**src/rtl/analyser_frame_controller.sv**
```systemverilog
// Frame-aligned audio analysis: windows codec samples on the game frame tick and
// reports a registered pitch class and volume flag over a valid/ack handshake.
module analyser_frame_controller #(
    parameter int unsigned          SAMPLE_W         = 24,
    parameter logic [SAMPLE_W-1:0]  VOL_THRESH       = 24'h3FFFFF,
    parameter int unsigned          PITCH_MID_XINGS  = 5,
    parameter int unsigned          PITCH_HIGH_XINGS = 10,
    parameter int unsigned          MIN_SAMPLES      = 16
) (
    input  logic                clk,
    input  logic                resetn,
    input  logic                enable,
    input  logic                read_ready,
    input  logic [SAMPLE_W-1:0] left,
    input  logic                frame_tick,
    output logic                read_ack,
    input  logic                result_ack,
    output logic [1:0]          pitch,
    output logic                volumn,
    output logic                result_valid,
    output logic [11:0]         frame_samples,
    output logic                overrun,
    output logic [1:0]          dbg_state_o
);
    // Handshake: result_valid holds pitch/volumn/frame_samples stable until a cycle
    // with result_ack=1; a frame close in that same cycle loads the next result instead.
    typedef enum logic [1:0] {S_IDLE = 2'd0, S_ARM = 2'd1, S_RUN = 2'd2} state_t;

    localparam logic [SAMPLE_W-1:0] MAG_MAX = {1'b0, {(SAMPLE_W-1){1'b1}}};
    localparam logic [9:0]  MID_X  = 10'(PITCH_MID_XINGS);
    localparam logic [9:0]  HIGH_X = 10'(PITCH_HIGH_XINGS);
    localparam logic [11:0] MIN_S  = 12'(MIN_SAMPLES);

    state_t              state_q, state_d;
    logic [SAMPLE_W-1:0] peak_q, peak_d, peak_acc;
    logic [9:0]          xings_q, xings_d, xings_acc;
    logic [11:0]         samples_q, samples_d, samples_acc;
    logic                prev_sign_q, prev_sign_d, prev_acc;
    logic                read_ack_q, read_ack_d;
    logic [1:0]          pitch_q, pitch_d;
    logic                volumn_q, volumn_d;
    logic                valid_q, valid_d;
    logic [11:0]         fsamp_q, fsamp_d;
    logic                overrun_q, overrun_d;

    logic                accept, close, clr_acc, sign;
    logic [SAMPLE_W-1:0] neg, mag;

    always_comb begin
        state_d = state_q;
        if (!enable) begin
            state_d = S_IDLE;
        end else begin
            case (state_q)
                S_IDLE:  state_d = S_ARM;
                S_ARM:   if (frame_tick) state_d = S_RUN;
                S_RUN:   state_d = S_RUN;
                default: state_d = S_IDLE;
            endcase
        end
    end

    always_comb begin
        sign    = left[SAMPLE_W-1];
        accept  = (state_q == S_RUN) && enable && read_ready;
        close   = (state_q == S_RUN) && enable && frame_tick;
        clr_acc = (state_q != S_RUN) || !enable || frame_tick;
        neg     = -left;
        // Only the most negative code negates to itself; clamp it to the largest positive.
        mag     = sign ? (neg[SAMPLE_W-1] ? MAG_MAX : neg) : left;

        peak_acc    = (accept && (mag > peak_q)) ? mag : peak_q;
        xings_acc   = xings_q + 10'((accept && prev_sign_q && !sign && (xings_q != 10'h3FF)) ? 1 : 0);
        samples_acc = samples_q + 12'((accept && (samples_q != 12'hFFF)) ? 1 : 0);
        prev_acc    = accept ? sign : prev_sign_q;

        peak_d      = clr_acc ? '0 : peak_acc;
        xings_d     = clr_acc ? '0 : xings_acc;
        samples_d   = clr_acc ? '0 : samples_acc;
        prev_sign_d = (!enable || (state_q == S_IDLE)) ? 1'b0 : prev_acc;
        read_ack_d  = accept;

        pitch_d   = pitch_q;
        volumn_d  = volumn_q;
        fsamp_d   = fsamp_q;
        valid_d   = valid_q;
        overrun_d = overrun_q;
        if (!enable) begin
            valid_d   = 1'b0;
            overrun_d = 1'b0;
        end else if (close) begin
            fsamp_d = samples_acc;
            if (samples_acc < MIN_S) begin
                pitch_d  = 2'b00;
                volumn_d = 1'b0;
            end else begin
                pitch_d  = (xings_acc < MID_X) ? 2'b00 : ((xings_acc < HIGH_X) ? 2'b01 : 2'b11);
                volumn_d = (peak_acc >= VOL_THRESH);
            end
            valid_d = 1'b1;
            if (valid_q && !result_ack) overrun_d = 1'b1;
        end else if (result_ack) begin
            valid_d = 1'b0;
        end
    end

    always_ff @(posedge clk or negedge resetn) begin
        if (!resetn) begin
            state_q     <= S_IDLE;
            peak_q      <= '0;
            xings_q     <= '0;
            samples_q   <= '0;
            prev_sign_q <= 1'b0;
            read_ack_q  <= 1'b0;
            pitch_q     <= 2'b00;
            volumn_q    <= 1'b0;
            valid_q     <= 1'b0;
            fsamp_q     <= '0;
            overrun_q   <= 1'b0;
        end else begin
            state_q     <= state_d;
            peak_q      <= peak_d;
            xings_q     <= xings_d;
            samples_q   <= samples_d;
            prev_sign_q <= prev_sign_d;
            read_ack_q  <= read_ack_d;
            pitch_q     <= pitch_d;
            volumn_q    <= volumn_d;
            valid_q     <= valid_d;
            fsamp_q     <= fsamp_d;
            overrun_q   <= overrun_d;
        end
    end

    assign read_ack      = read_ack_q;
    assign pitch         = pitch_q;
    assign volumn        = volumn_q;
    assign result_valid  = valid_q;
    assign frame_samples = fsamp_q;
    assign overrun       = overrun_q;
    assign dbg_state_o   = state_q;
endmodule

```
**config.mk**
```make
export PLATFORM = sky130hd
export DESIGN_NAME = analyser_frame_controller
export DESIGN_NICKNAME = d
export VERILOG_FILES = /design/src/rtl/analyser_frame_controller.sv
export SDC_FILE = /design/constraint.sdc
export NUM_CORES = 1
export LEC_CHECK = 0
export ABC_CLOCK_PERIOD_IN_PS = 4550
export CAP_MARGIN = 20
export CORE_MARGIN = 2
export CORE_UTILIZATION = 34
export CTS_CLUSTER_SIZE = 25
export DETAILED_ROUTE_END_ITERATION = 7
export GPL_TIMING_DRIVEN = 0
export PLACE_DENSITY = 0.54
export SLEW_MARGIN = 0
export SYNTH_ARGS = -nofsm -noshare
export SYNTH_HDL_FRONTEND = slang
export SYNTH_SLANG_ARGS = --single-unit
export TNS_END_PERCENT = 20
```
**constraint.sdc**
```tcl
create_clock -name clk -period 4.55 [get_ports clk]
set_input_delay 0.6825 -clock clk [delete_from_list [all_inputs] [get_ports clk]]
set_output_delay 0.6825 -clock clk [all_outputs]
set_load 0.05 [all_outputs]
```
# After elaboration in Yosys (flattened, before gate mapping)
# Index checks and enable logic that the tools add are counted.
# W data, S select, Z words.
dict set report classes {
  add_sub_neg 3
  multipliers 0
  n_div 0
  order_cmp 5
  n_eq_ne 9
  shifts 0
  n_mux 23
  bitwise 0
  n_reduce_logical 19
}
# operator n
set op_table {}
lappend op_table {{$mux W24} 2}
lappend op_table {{$mux W23} 2}
lappend op_table {{$ge A24 B22 Y1 const B} 1}
lappend op_table {{$gt A23 B24 Y1} 1}
lappend op_table {{$neg A24 Y24} 1}
lappend op_table {{$add A12 B1 Y12} 1}
lappend op_table {{$lt A12 B5 Y1 const B} 1}
lappend op_table {{$mux W12} 1}
lappend op_table {{$ne A12 B12 Y1 const B} 1}
lappend op_table {{$mux W1} 11}
lappend op_table {{$add A10 B1 Y10} 1}
lappend op_table {{$lt A10 B3 Y1 const B} 1}
lappend op_table {{$lt A10 B4 Y1 const B} 1}
lappend op_table {{$mux W10} 1}
lappend op_table {{$mux W2} 5}
lappend op_table {{$ne A10 B10 Y1 const B} 1}
lappend op_table {{$logic_and A1 B1 Y1} 9}
lappend op_table {{$pmux W2 S3} 1}
lappend op_table {{$ne A2 B1 Y1 const B} 2}
lappend op_table {{$reduce_and A2 Y1} 2}
lappend op_table {{$logic_not A1 Y1} 3}
lappend op_table {{$logic_or A1 B1 Y1} 3}
lappend op_table {{$ne A3 B1 Y1 const B} 1}
lappend op_table {{$ne A3 B3 Y1 const B} 1}
lappend op_table {{5 further kinds} 5}
dict set report totals {
  regBits 67
  latchBits 0
  ramBits 0
  romBits 0
  inputBits 30
  output_inout_bits 20
  word_cells 70
  mem_count 0
}

# Logic depth before layout (Yosys ltp)
# Gate-level depths: netlist of run 1.
dict set report logic_depth {
  ltp_word 12
  depth_mapped 18
}

# Least setup slack after synthesis of run 1
# OpenSTA, ideal clock, no wires.
dict set report synth_timing {
  kind {input to register}
  start {input left[17]}
  end {register peak_q[19]}
  setup_time_ns 0.132
  arrival_time_ns 4.431
  t_required_ns 4.418
  slack_ns -0.012
  stages 17
  n_path_buf 4
  cell_sequence {or4_4 -> or3_4 -> or3_1 -> clkbuf_1 -> buf_2 -> buf_2 -> nand2_1 -> ha_1 -> a21o_1 -> a21o_1 -> a21oi_1 -> o21ai_0 -> a211o_1 -> o21ai_1 -> clkbuf_1 -> mux2i_1 -> nor2_1}
}
dict set report synth_via {
  elab_chain_cells 7
}
# element line_no
set synth_rtl {}
lappend synth_rtl {{start: declaration} 14} ;# input logic [SAMPLE_W-1:0] left,
lappend synth_rtl {{$neg A24 Y24} 68} ;# neg = -left;
lappend synth_rtl {{$mux W23} 70} ;# mag = sign ? (neg[SAMPLE_W-1] ? MAG_MAX : neg) : left;
lappend synth_rtl {{$mux W23 (*)} 70}
lappend synth_rtl {{$gt A23 B24 Y1} 72} ;# peak_acc = (accept && (mag > peak_q)) ? mag : peak_q;
lappend synth_rtl {{$logic_and A1 B1 Y1} 72}
lappend synth_rtl {{$mux W24 (*)} 72}
lappend synth_rtl {{$mux W24 (*)} 77} ;# peak_d = clr_acc ? '0 : peak_acc;
lappend synth_rtl {{net peak_d[19]} 35} ;# logic [SAMPLE_W-1:0] peak_q, peak_d, peak_acc;
lappend synth_rtl {{end signal: assignment} 122} ;# peak_q <= peak_d;
lappend synth_rtl {{end: declaration} 35}
# The timed path passes the listed nets; every way through them passes the cells marked *.
# A chain may end at the register's enable or synchronous reset.

# Worst setup path in the final report of run 1
dict set report layout_timing {
  start {input left[17]}
  end {register peak_q[21]}
}
# Same word-level chain as after synthesis.

==> results.toml, run 1 <==
[status]
outcome = "completed"

[floorplan]
core_area_mm2 = 0.01262
pin_count = 50
die_y_um = 117.8
start_util = 0.3489
rows = 41
dieArea_mm2 = 0.01388
die_w_um = 117.8

[yosys]
async_reset_ff_frac = 1.000
synth_area_mm2 = 0.004403
yosysSeqAreaShare = 0.3808
synth_area_leaders = "dfrtp_1, ha_1, nor2_1"
syn_nets = 567
syn_avg_cell_area_um2 = 8.719
yosysTopAreaCellShare = 0.3808
yosysUniqueCellTypes = 58
synth_edf_count = 0
yosysWarnings = 0
syn_inst = 505
synth.largest_area_cell = "dfrtp_1"
synthFlopType = "dfrtp_1"
synth-seq-cells = 67

[sta]
setup_slack_ns = 0.1919
maxSlewViolCount = 0
tightest_slew_ns = 0.8525
finalHoldViolations = 0
fin_crit_sh = 0.9578
fmax_mhz = 229.5
min_period_ns = 4.358
slew_headroom = 0.4317
setup_violations = 0
skew_ns = 0.006197

[critical_path]
cp_top_family = "simple AND/OR/NAND/NOR gates"
cp_cell_sequence = "dlymetal6s2s_1, or4_4, or3_4, or3_4, buf_6, clkbuf_4, nand2_2, ha_1, a21o_1, a21o_1, a21oi_2, o21ai_1, a211o_1, o21ai_4, buf_8, mux2i_1, nor2_1"
crit_arrival_ns = 4.55
path_class = "in2reg"
max_stage_delay_ns = 0.55
cp_slowest_cell = "or4_4"
worstPathMaxFanout = 10
cp-start-kind = "input pin"
reg2reg_slack_ns = 1.16
path_buf_inv = 4
crit_required_ns = 4.74
worst_setup_path_end_kind = "flop"

[route]
ant_nets = 0
avgRoutedWirePerCell_um = 14.80
detail_route.vias_per_cell = 5.092
vias = 3819
drtIter0Drc = 233
drtPass1Iterations = 4
drcViolationCount = 0
routed_wirelength_um = 11100

[clocking]
ctsLongestPathBuffers = 2
cts.clk_slew.worst_paths_ns = 0.06
cts_tree = "built"
clk_latency_ns = 0.32
clock_sink_count = 67
cts_hold_buf = 0
htree_levels = 3
cts_root_buf = "clkbuf_16"
cts_inserted_buffers = 9

[finish]
final_common_cell = "nor2_1"
fillCellCount = 1311
syn_to_final_growth_pct = 27.08
seqCellArea_mm2 = 0.001677
n_antenna_cell = 0
final_cells = 750
drive_gt1_frac = 0.1073
multiInputGateArea_mm2 = 0.002600
layout_common_cells = "nor2_1, dfrtp_1, nand2_1"
nets = 635

[global_routing]
gr-total-overflow = 0
grt_pass1_wl_um = 18950
grt_usage = 0.1666
grt_pass1_vias = 3827
antenna_found_initial = 0
grt_max_degree = 68

[placed_design]
place_congestion = 0.8320
pre_cts_ws_ns = -1.087
post-dp-hpwl_um = 8378
port_buffers = 47
placed_cells_incl_taps = 724

[pwr]
p_leak_nw = 2.351
pwr_density_cell_mw_per_mm2 = 298.8
vdd_ir_drop_max_mv = 0.1743

[hold_path]
holdCritPathClass = "in2async"

[run]
drv_cap = 0
cell families after synthesis:
group / Yosys count / synth area share
muxes: 10 / 0.02359
xor gates and xnor gates: 39 / 0.07758
buffers and inverters: 57 / 0.05030
adders and majority gates: 32 / 0.09093
AOI/OAI and AO/OA: 98 / 0.1526
and+or+nand+nor: 202 / 0.2242
DFF: 67 / 0.3808
layout make-up:
cell class                      count  share of cell area
Multi-Input combinational cell    382              0.4647
Clock buffer                       12             0.04584
Clock inverter                      4            0.008721
Buffer                             20             0.02258
Sequential cell                    67              0.2996
Inverter                           36             0.02415
Timing Repair Buffer               57             0.09593
Tap cell                          172             0.03846
state kept, by name (all words and copies together) (netlist names):
signal / count
result_valid: 1
overrun: 1
peak_q: 24
pitch: 2
xings_q: 10
prev_sign_q: 1
read_ack: 1
samples_q: 12
frame_samples: 12
dbg_state_o: 2
volumn: 1
cell usage after synthesis (3+ instances only):
cell type / instances
a21o_1: 8
a31oi_1: 3
clkbuf_1: 17
nor4_1: 9
a21oi_1: 8
inv_1: 36
nand2_1: 49
xor2_1: 24
buf_2: 3
dfrtp_1: 67
o31ai_1: 3
o41ai_1: 4
and2_1: 6
nor2b_1: 4
ha_1: 32
and3_1: 4
nand3_1: 16
o21ai_0: 27
mux2_2: 3
mux2i_1: 7
nor3_1: 8
nor2_1: 69
xnor2_1: 15
or3_1: 4
nand4_1: 16
a211oi_1: 19
report_power, final:
group	internal [mW]	switching, mW	leakage, nW
combinational	0.133	0.217	1.26
sequential	0.609	0.0104	0.934
clock	0.453	0.249	0.153
total	1.19	0.477	2.35
per-layer routing:
metal / global-route usage / share of wire / wire [µm]
met1: 0.2262 / 0.48 / 5308
met2: 0.2700 / 0.47 / 5225
met3: 0.02665 / 0.033 / 362
met4: 0.05648 / 0.018 / 199
met5: 0 / 0 / 0
path summary, 6_finish.rpt:
path / to / depth (start not counted) / startpoint
worst max-delay path: peak_q[21] / 17 / left[17]
worst min-delay path: frame_samples[5] / 1 / resetn
worst max register to register: pitch[1] / 13 / dbg_state_o[0]
worst min register to register: frame_samples[8] / 2 / frame_samples[8]
max in group asynchronous: xings_q[1] / 1 / resetn
min in group clk: frame_samples[8] / 2 / frame_samples[8]
metrics by stage:
step                      setup TNS [ns]  cell area, µm²  utilization  hold slack, ns  power (mW)
final                                  0            5595       0.4434          0.4719       1.672
after global routing            -0.08193            5595       0.4434          0.5011       1.761
after CTS                              0            5490       0.4351          0.4821       1.683
after detailed placement          -24.08            5087       0.4031          0.4697      0.9622
after global placement            -22.28            5090       0.4033          0.4651      0.9588
after floorplan                        0            4404            -          0.3869      0.8367
what timing repair did:
| item | 4_1_cts | 5_1_grt |
|---|---|---|
| resized for setup | 21 | 26 |
| setup buffers | 1 | 7 |
| pin swaps | 3 | 7 |
| endpoints found under the setup margin | 24 | 24 |
| cloned | 3 | 0 |
Note: power is estimated with default switching activity, not from simulation.
==> inputs of run 2 (changes only) <==
--- a/config.mk
+++ b/config.mk
@@ -13,7 +13,7 @@
 export DETAILED_ROUTE_END_ITERATION = 7
 export GPL_TIMING_DRIVEN = 0
 export PLACE_DENSITY = 0.54
-export SLEW_MARGIN = 0
+export SLEW_MARGIN = 20
 export SYNTH_ARGS = -nofsm -noshare
 export SYNTH_HDL_FRONTEND = slang
 export SYNTH_SLANG_ARGS = --single-unit
==> run 2 against run 1 <==
Combinational power is 3% higher. Non-clock buffer count is 3 higher. Hold slack worse by 0.28 ns. Global-route usage is 0.12 points lower. Critical path depth is 1 lower.
==> results.toml, run 2 (synthesized netlist as in run 1, its figures left out) <==
[route]
drcViolationCount = 0
ant_nets = 0
avgRoutedWirePerCell_um = 14.91
drtIter0Drc = 225
routed_wirelength_um = 11230
drtPass1Iterations = 4
detail_route.vias_per_cell = 5.166
vias = 3890

[critical_path]
r2r_start = "dbg_state_o[0]"
path_class = "in2reg"
crit_required_ns = 4.73
r2r_end = "pitch[1]"
cp-start-kind = "input pin"
reg2reg_slack_ns = 1.15
r2r_cells = 13
crit_arrival_ns = 4.54
worstPathMaxFanout = 10
worst_setup_path_end_kind = "flop"
cp_slowest_cell = "or4_4"
max_stage_delay_ns = 0.54
cp_cell_sequence = "dlygate4sd2_1, or4_4, or3_4, or3_4, buf_6, buf_4, nand2_4, ha_4, a21o_1, a21o_1, a21oi_2, o21ai_1, a211o_1, o21ai_2, clkbuf_2, a211oi_1"

[run]
drv_cap = 0

[sta]
rsz0062_at_grt = "false"
skew_ns = 0.01066
tns_ns = 0
fmax_mhz = 229.4
tightest_slew_ns = 0.6067
fin_crit_sh = 0.9579
min_period_ns = 4.359
worst_hold_slack_ns = 0.1894
maxSlewViolCount = 0
slew_headroom = 0.5955
finalHoldViolations = 0
setup_violations = 0

[placed_design]
place_congestion = 0.8320
port_buffers = 47
post-dp-hpwl_um = 8438
placed_cells_incl_taps = 725

[global_routing]
gr-total-overflow = 0
grt_pass1_wl_um = 18710
grt_max_degree = 57
antenna_found_initial = 0
grt_pass1_vias = 3760
grt_usage = 0.1653

[clocking]
cts_root_buf = "clkbuf_16"
ctsLongestPathBuffers = 2
htree_levels = 3
clk_latency_ns = 0.33
cts.clk_slew.worst_paths_ns = 0.06
cts_hold_buf = 0
clock_sink_count = 67
cts_inserted_buffers = 9
cts_tree = "built"

[finish]
drive_gt1_frac = 0.1067
layout_common_cells = "nor2_1, dfrtp_1, nand2_1"
largest_reg_flops = 24
fillCellCount = 1306
syn_to_final_growth_pct = 29.01
nets = 638
final_cells = 753
regMostFlops = "peak_q"
final_common_cell = "nor2_1"
n_antenna_cell = 0

[pwr]
swShare = 0.2937
combinationalPowerShare = 0.214
vdd_ir_drop_max_mv = 0.1671
clkPwrFrac = 0.417
seqPwrFrac = 0.369
pwr_density_cell_mw_per_mm2 = 295.8
internal_power_mw = 1.187
p_leak_nw = 2.375
p_switching_mw = 0.4934

[floorplan]
core_area_mm2 = 0.01262
pin_count = 50
rows = 41
dieArea_mm2 = 0.01388
start_util = 0.3489
die_w_um = 117.8
die_y_um = 117.8

[hold_path]
holdCritPathClass = "in2async"

[status]
outcome = "completed"
==> run 2: layer usage <==
| metal | GRT usage | share of wire | vias up |
|---|---|---|---|
| met3 | 0.01841 | 0.031 | 10 |
| met2 | 0.2718 | 0.48 | 69 |
| met5 | 0 | 0 | - |
| met1 | 0.2244 | 0.47 | 1867 |
| li1 | - | - | 1944 |
| met4 | 0.06099 | 0.014 | 0 |
==> run 2: final cells by class <==
class	instances	area, µm²	area share
clock buffers	10	239.0	0.04207
inverters	36	135.1	0.02379
clock inverters	6	65.06	0.01145
well taps	172	215.2	0.03789
repair buffers	60	608.1	0.1070
multi-input cells	382	2616	0.4606
plain buffers	20	125.1	0.02203
flip-flops and latches	67	1677	0.2952
==> run 2: timing repair <==
item	4_1_cts	5_1_grt
gates cloned	3	0
buffers inserted	0	10
hold endpoints to repair	0	0
pin swaps	3	8
gates resized for setup	22	20
setup endpoints to repair	24	24
==> run 2: how the worst max path moves through the flow <==
stage	startpoint	to	cells past startpoint
2_1_floorplan	left[17]	peak_q[19]	17
3_3_place_gp	left[15]	peak_q[16]	18
3_5_place_dp	left[15]	peak_q[16]	18
4_1_cts	left[17]	peak_q[21]	17
5_1_grt	left[7]	peak_q[21]	18
6_report	left[15]	peak_q[13]	16
==> run 2: critical path, delay by kind of cell <==
| kind | cells | cell delay, ns |
|---|---|---|
| AOI/OAI and AO/OA | 7 | 1.30 |
| adders and majority gates | 1 | 0.20 |
| buffers and inverters | 4 | 0.91 |
| and+or+nand+nor | 4 | 1.44 |
==> run 2: per-stage QoR <==
| stage | util | power, mW | instance area [µm²] | worst slack (ns) |
|---|---|---|---|---|
| after floorplan | - | 0.8367 | 4404 | 0.1027 |
| after detailed placement | 0.4053 | 0.9665 | 5115 | -1.070 |
| final | 0.4501 | 1.680 | 5680 | 0.1914 |
| after CTS | 0.4370 | 1.683 | 5515 | 0.002888 |
| after global routing | 0.4501 | 1.763 | 5680 | 0.03639 |
| after global placement | 0.4033 | 0.9588 | 5090 | -1.004 |
==> run 2: power groups by stage <==
stage	combinational [mW]	clock (mW)	sequential, mW
after floorplan	0.167	0	0.669
after global placement	0.329	0	0.630
after detailed placement	0.336	0	0.630
after CTS	0.350	0.714	0.620
after global routing	0.399	0.743	0.621
final	0.360	0.701	0.619
==> inputs of run 3 (changes only) <==
--- a/config.mk
+++ b/config.mk
@@ -5,14 +5,16 @@
 export SDC_FILE = /design/constraint.sdc
 export NUM_CORES = 1
 export LEC_CHECK = 0
-export ABC_CLOCK_PERIOD_IN_PS = 4550
+export ABC_CLOCK_PERIOD_IN_PS = 3700
 export CAP_MARGIN = 20
 export CORE_MARGIN = 2
 export CORE_UTILIZATION = 34
 export CTS_CLUSTER_SIZE = 25
 export DETAILED_ROUTE_END_ITERATION = 7
 export GPL_TIMING_DRIVEN = 0
-export PLACE_DENSITY = 0.54
+export HOLD_SLACK_MARGIN = 0.06
+export PLACE_DENSITY = 0.56
+export SKIP_LAST_GASP = 1
 export SLEW_MARGIN = 20
 export SYNTH_ARGS = -nofsm -noshare
 export SYNTH_HDL_FRONTEND = slang
==> constraint.sdc (replaced) <==
create_clock -name clk -period 3.7 [get_ports clk]
set_input_delay 0.555 -clock clk [delete_from_list [all_inputs] [get_ports clk]]
set_output_delay 0.555 -clock clk [all_outputs]
set_load 0.05 [all_outputs]
==> run 3 against run 2 <==
The flow now finishes with violations (negative setup slack). Clock-buffer cell count is the same. Clock power grew 18%. Global-route usage grew 1.1 points. Critical endpoint is now peak_q[3]. Largest power group unchanged.
==> results.toml, run 3 (synthesized netlist as in run 1, its figures left out) <==
[clocking]
cts_root_buf = "clkbuf_16"
cts.clk_slew.worst_paths_ns = 0.06
clk_latency_ns = 0.33
htree_levels = 3
cts_hold_buf = 0
cts_inserted_buffers = 9
ctsLongestPathBuffers = 2
cts_tree = "built"
clock_sink_count = 67

[route]
ant_nets = 0
drtIter0Drc = 187
drtPass1Iterations = 4
vias = 4076
detail_route.vias_per_cell = 5.179
drcViolationCount = 0
routed_wirelength_um = 12370
avgRoutedWirePerCell_um = 15.71

[critical_path]
worst-path-stages = 19
cp_top_family = "simple AND/OR/NAND/NOR gates"
r2r_start = "dbg_state_o[0]"
cp-start-kind = "input pin"
critPathLaunch = "left[15]"
critPathCapture = "peak_q[3]"
path_common_cell = "buf_6"
crit_arrival_ns = 4.05
worst_setup_path_end_kind = "flop"
path_class = "in2reg"
r2r_cells = 13
cp_cell_sequence = "buf_8, or4_4, or3_4, or3_4, buf_6, buf_4, and2_4, ha_1, nor2b_1, o21a_1, o21ai_1, a211o_1, a21boi_4, buf_6, o21ai_4, buf_4, buf_6, nor2_1, a211oi_1"
r2r_end = "pitch[1]"
worstPathMaxFanout = 5
reg2reg_slack_ns = 0.21
cp_slowest_cell = "or4_4"
max_stage_delay_ns = 0.52
crit_required_ns = 3.89
path_buf_inv = 6

[finish]
drive_gt1_frac = 0.2179
final_common_cell = "dfrtp_1"
largest_reg_flops = 24
utilization = 0.4880
final_cells = 787
n_antenna_cell = 0
regMostFlops = "peak_q"
layout_common_cells = "dfrtp_1, nor2_1, buf_4"
nets = 672
syn_to_final_growth_pct = 39.87

[floorplan]
die_y_um = 117.8
pin_count = 50
core_area_mm2 = 0.01262
rows = 41
start_util = 0.3489
die_w_um = 117.8
dieArea_mm2 = 0.01388

[sta]
slew_headroom = 0.5546
tightest_slew_ns = 0.6681
skew_ns = 0.007936
fmax_mhz = 259.0
rsz0062_at_grt = "true"
setup_violations = 24
finalHoldViolations = 0
fin_crit_sh = 1.043
min_period_ns = 3.861
worst_hold_slack_ns = 0.09048
setup_slack_ns = -0.1608
maxSlewViolCount = 0
tns_ns = -2.657

[placed_design]
port_buffers = 47
place_congestion = 0.8597
placed_cells_incl_taps = 725
pre_cts_ws_ns = -1.271
post-dp-hpwl_um = 8583

[pwr]
seqPwrFrac = 0.365
p_switching_mw = 0.6567
vdd_ir_drop_max_mv = 0.2173
pwr_density_cell_mw_per_mm2 = 339.1
internal_power_mw = 1.431
combinationalPowerShare = 0.240
clkPwrFrac = 0.395
p_leak_nw = 2.676
swShare = 0.3145

[global_routing]
grt_pass1_vias = 4116
grt_usage = 0.1767
grt_max_degree = 52
gr-total-overflow = 0
antenna_found_initial = 0
grt_pass1_wl_um = 19890

[status]
outcome = "complete, but fails checks"
violations = "negative setup slack"

[run]
drv_cap = 0

[hold_path]
holdCritPathClass = "in2async"
## run 3: cell count changes in the layout (fill, tap and decap cells not counted), moves of 5 or more
cell / before / now
buf_4: 12 / 45
clkdlybuf4s50_1: 42 / 27
dlymetal6s2s_1: 1 / 11
buf_6: 2 / 9
a211oi_1: 19 / 14
a211oi_2: 0 / 5
ha_1: 31 / 26
nand2_1: 48 / 43
## run 3: layout make-up
type                            instances  area, µm²
Buffer                                 20      145.1
Clock buffer                           10      239.0
Clock inverter                          6      48.80
Fill cell                            1238       6461
Inverter                               36      135.1
Multi-Input combinational cell        382       2829
Sequential cell                        67       1677
Tap cell                              172      215.2
Timing Repair Buffer                   94      869.6
## run 3: what timing repair did
| action | CTS | global route |
|---|---|---|
| resized for setup | 61 | 60 |
| setup buffers | 29 | 15 |
| gates cloned | 3 | 0 |
| pin swaps | 22 | 29 |
| endpoints found under the setup margin | 25 | 26 |
## run 3: power by group through the flow
stage / combinational [mW] / sequential (mW) / clock [mW]
5_1_grt: 0.550 / 0.764 / 0.870
6_report: 0.502 / 0.762 / 0.824
3_5_place_dp: 0.421 / 0.776 / 0
4_1_cts: 0.470 / 0.763 / 0.842
3_3_place_gp: 0.411 / 0.775 / 0
2_1_floorplan: 0.213 / 0.823 / 0
## run 3: layer usage
metal / global-route usage / up-vias / share of wire
met1: 0.2292 / 1978 / 0.46
met4: 0.06627 / 0 / 0.0087
li1: - / 2004 / -
met3: 0.02277 / 6 / 0.032
met5: 0 / - / 0
met2: 0.3001 / 88 / 0.50
## run 3: worst min-delay path by stage
stage	startpoint	end	slack, ns	cells past startpoint
floorplan	resetn	dbg_state_o[0]	0.26	0
global placement	frame_samples[6]	frame_samples[6]	0.46	2
detailed placement	resetn	frame_samples[8]	0.44	1
CTS	resetn	frame_samples[11]	0.09	1
global route	resetn	frame_samples[2]	0.10	1
finish	resetn	frame_samples[11]	0.09	1
## run 3: metrics by stage
step / power, mW / area [µm²]
floorplan: 1.036 / 4461
global placement: 1.185 / 5146
detailed placement: 1.196 / 5171
CTS: 2.075 / 5884
global route: 2.184 / 6158
finish: 2.088 / 6158
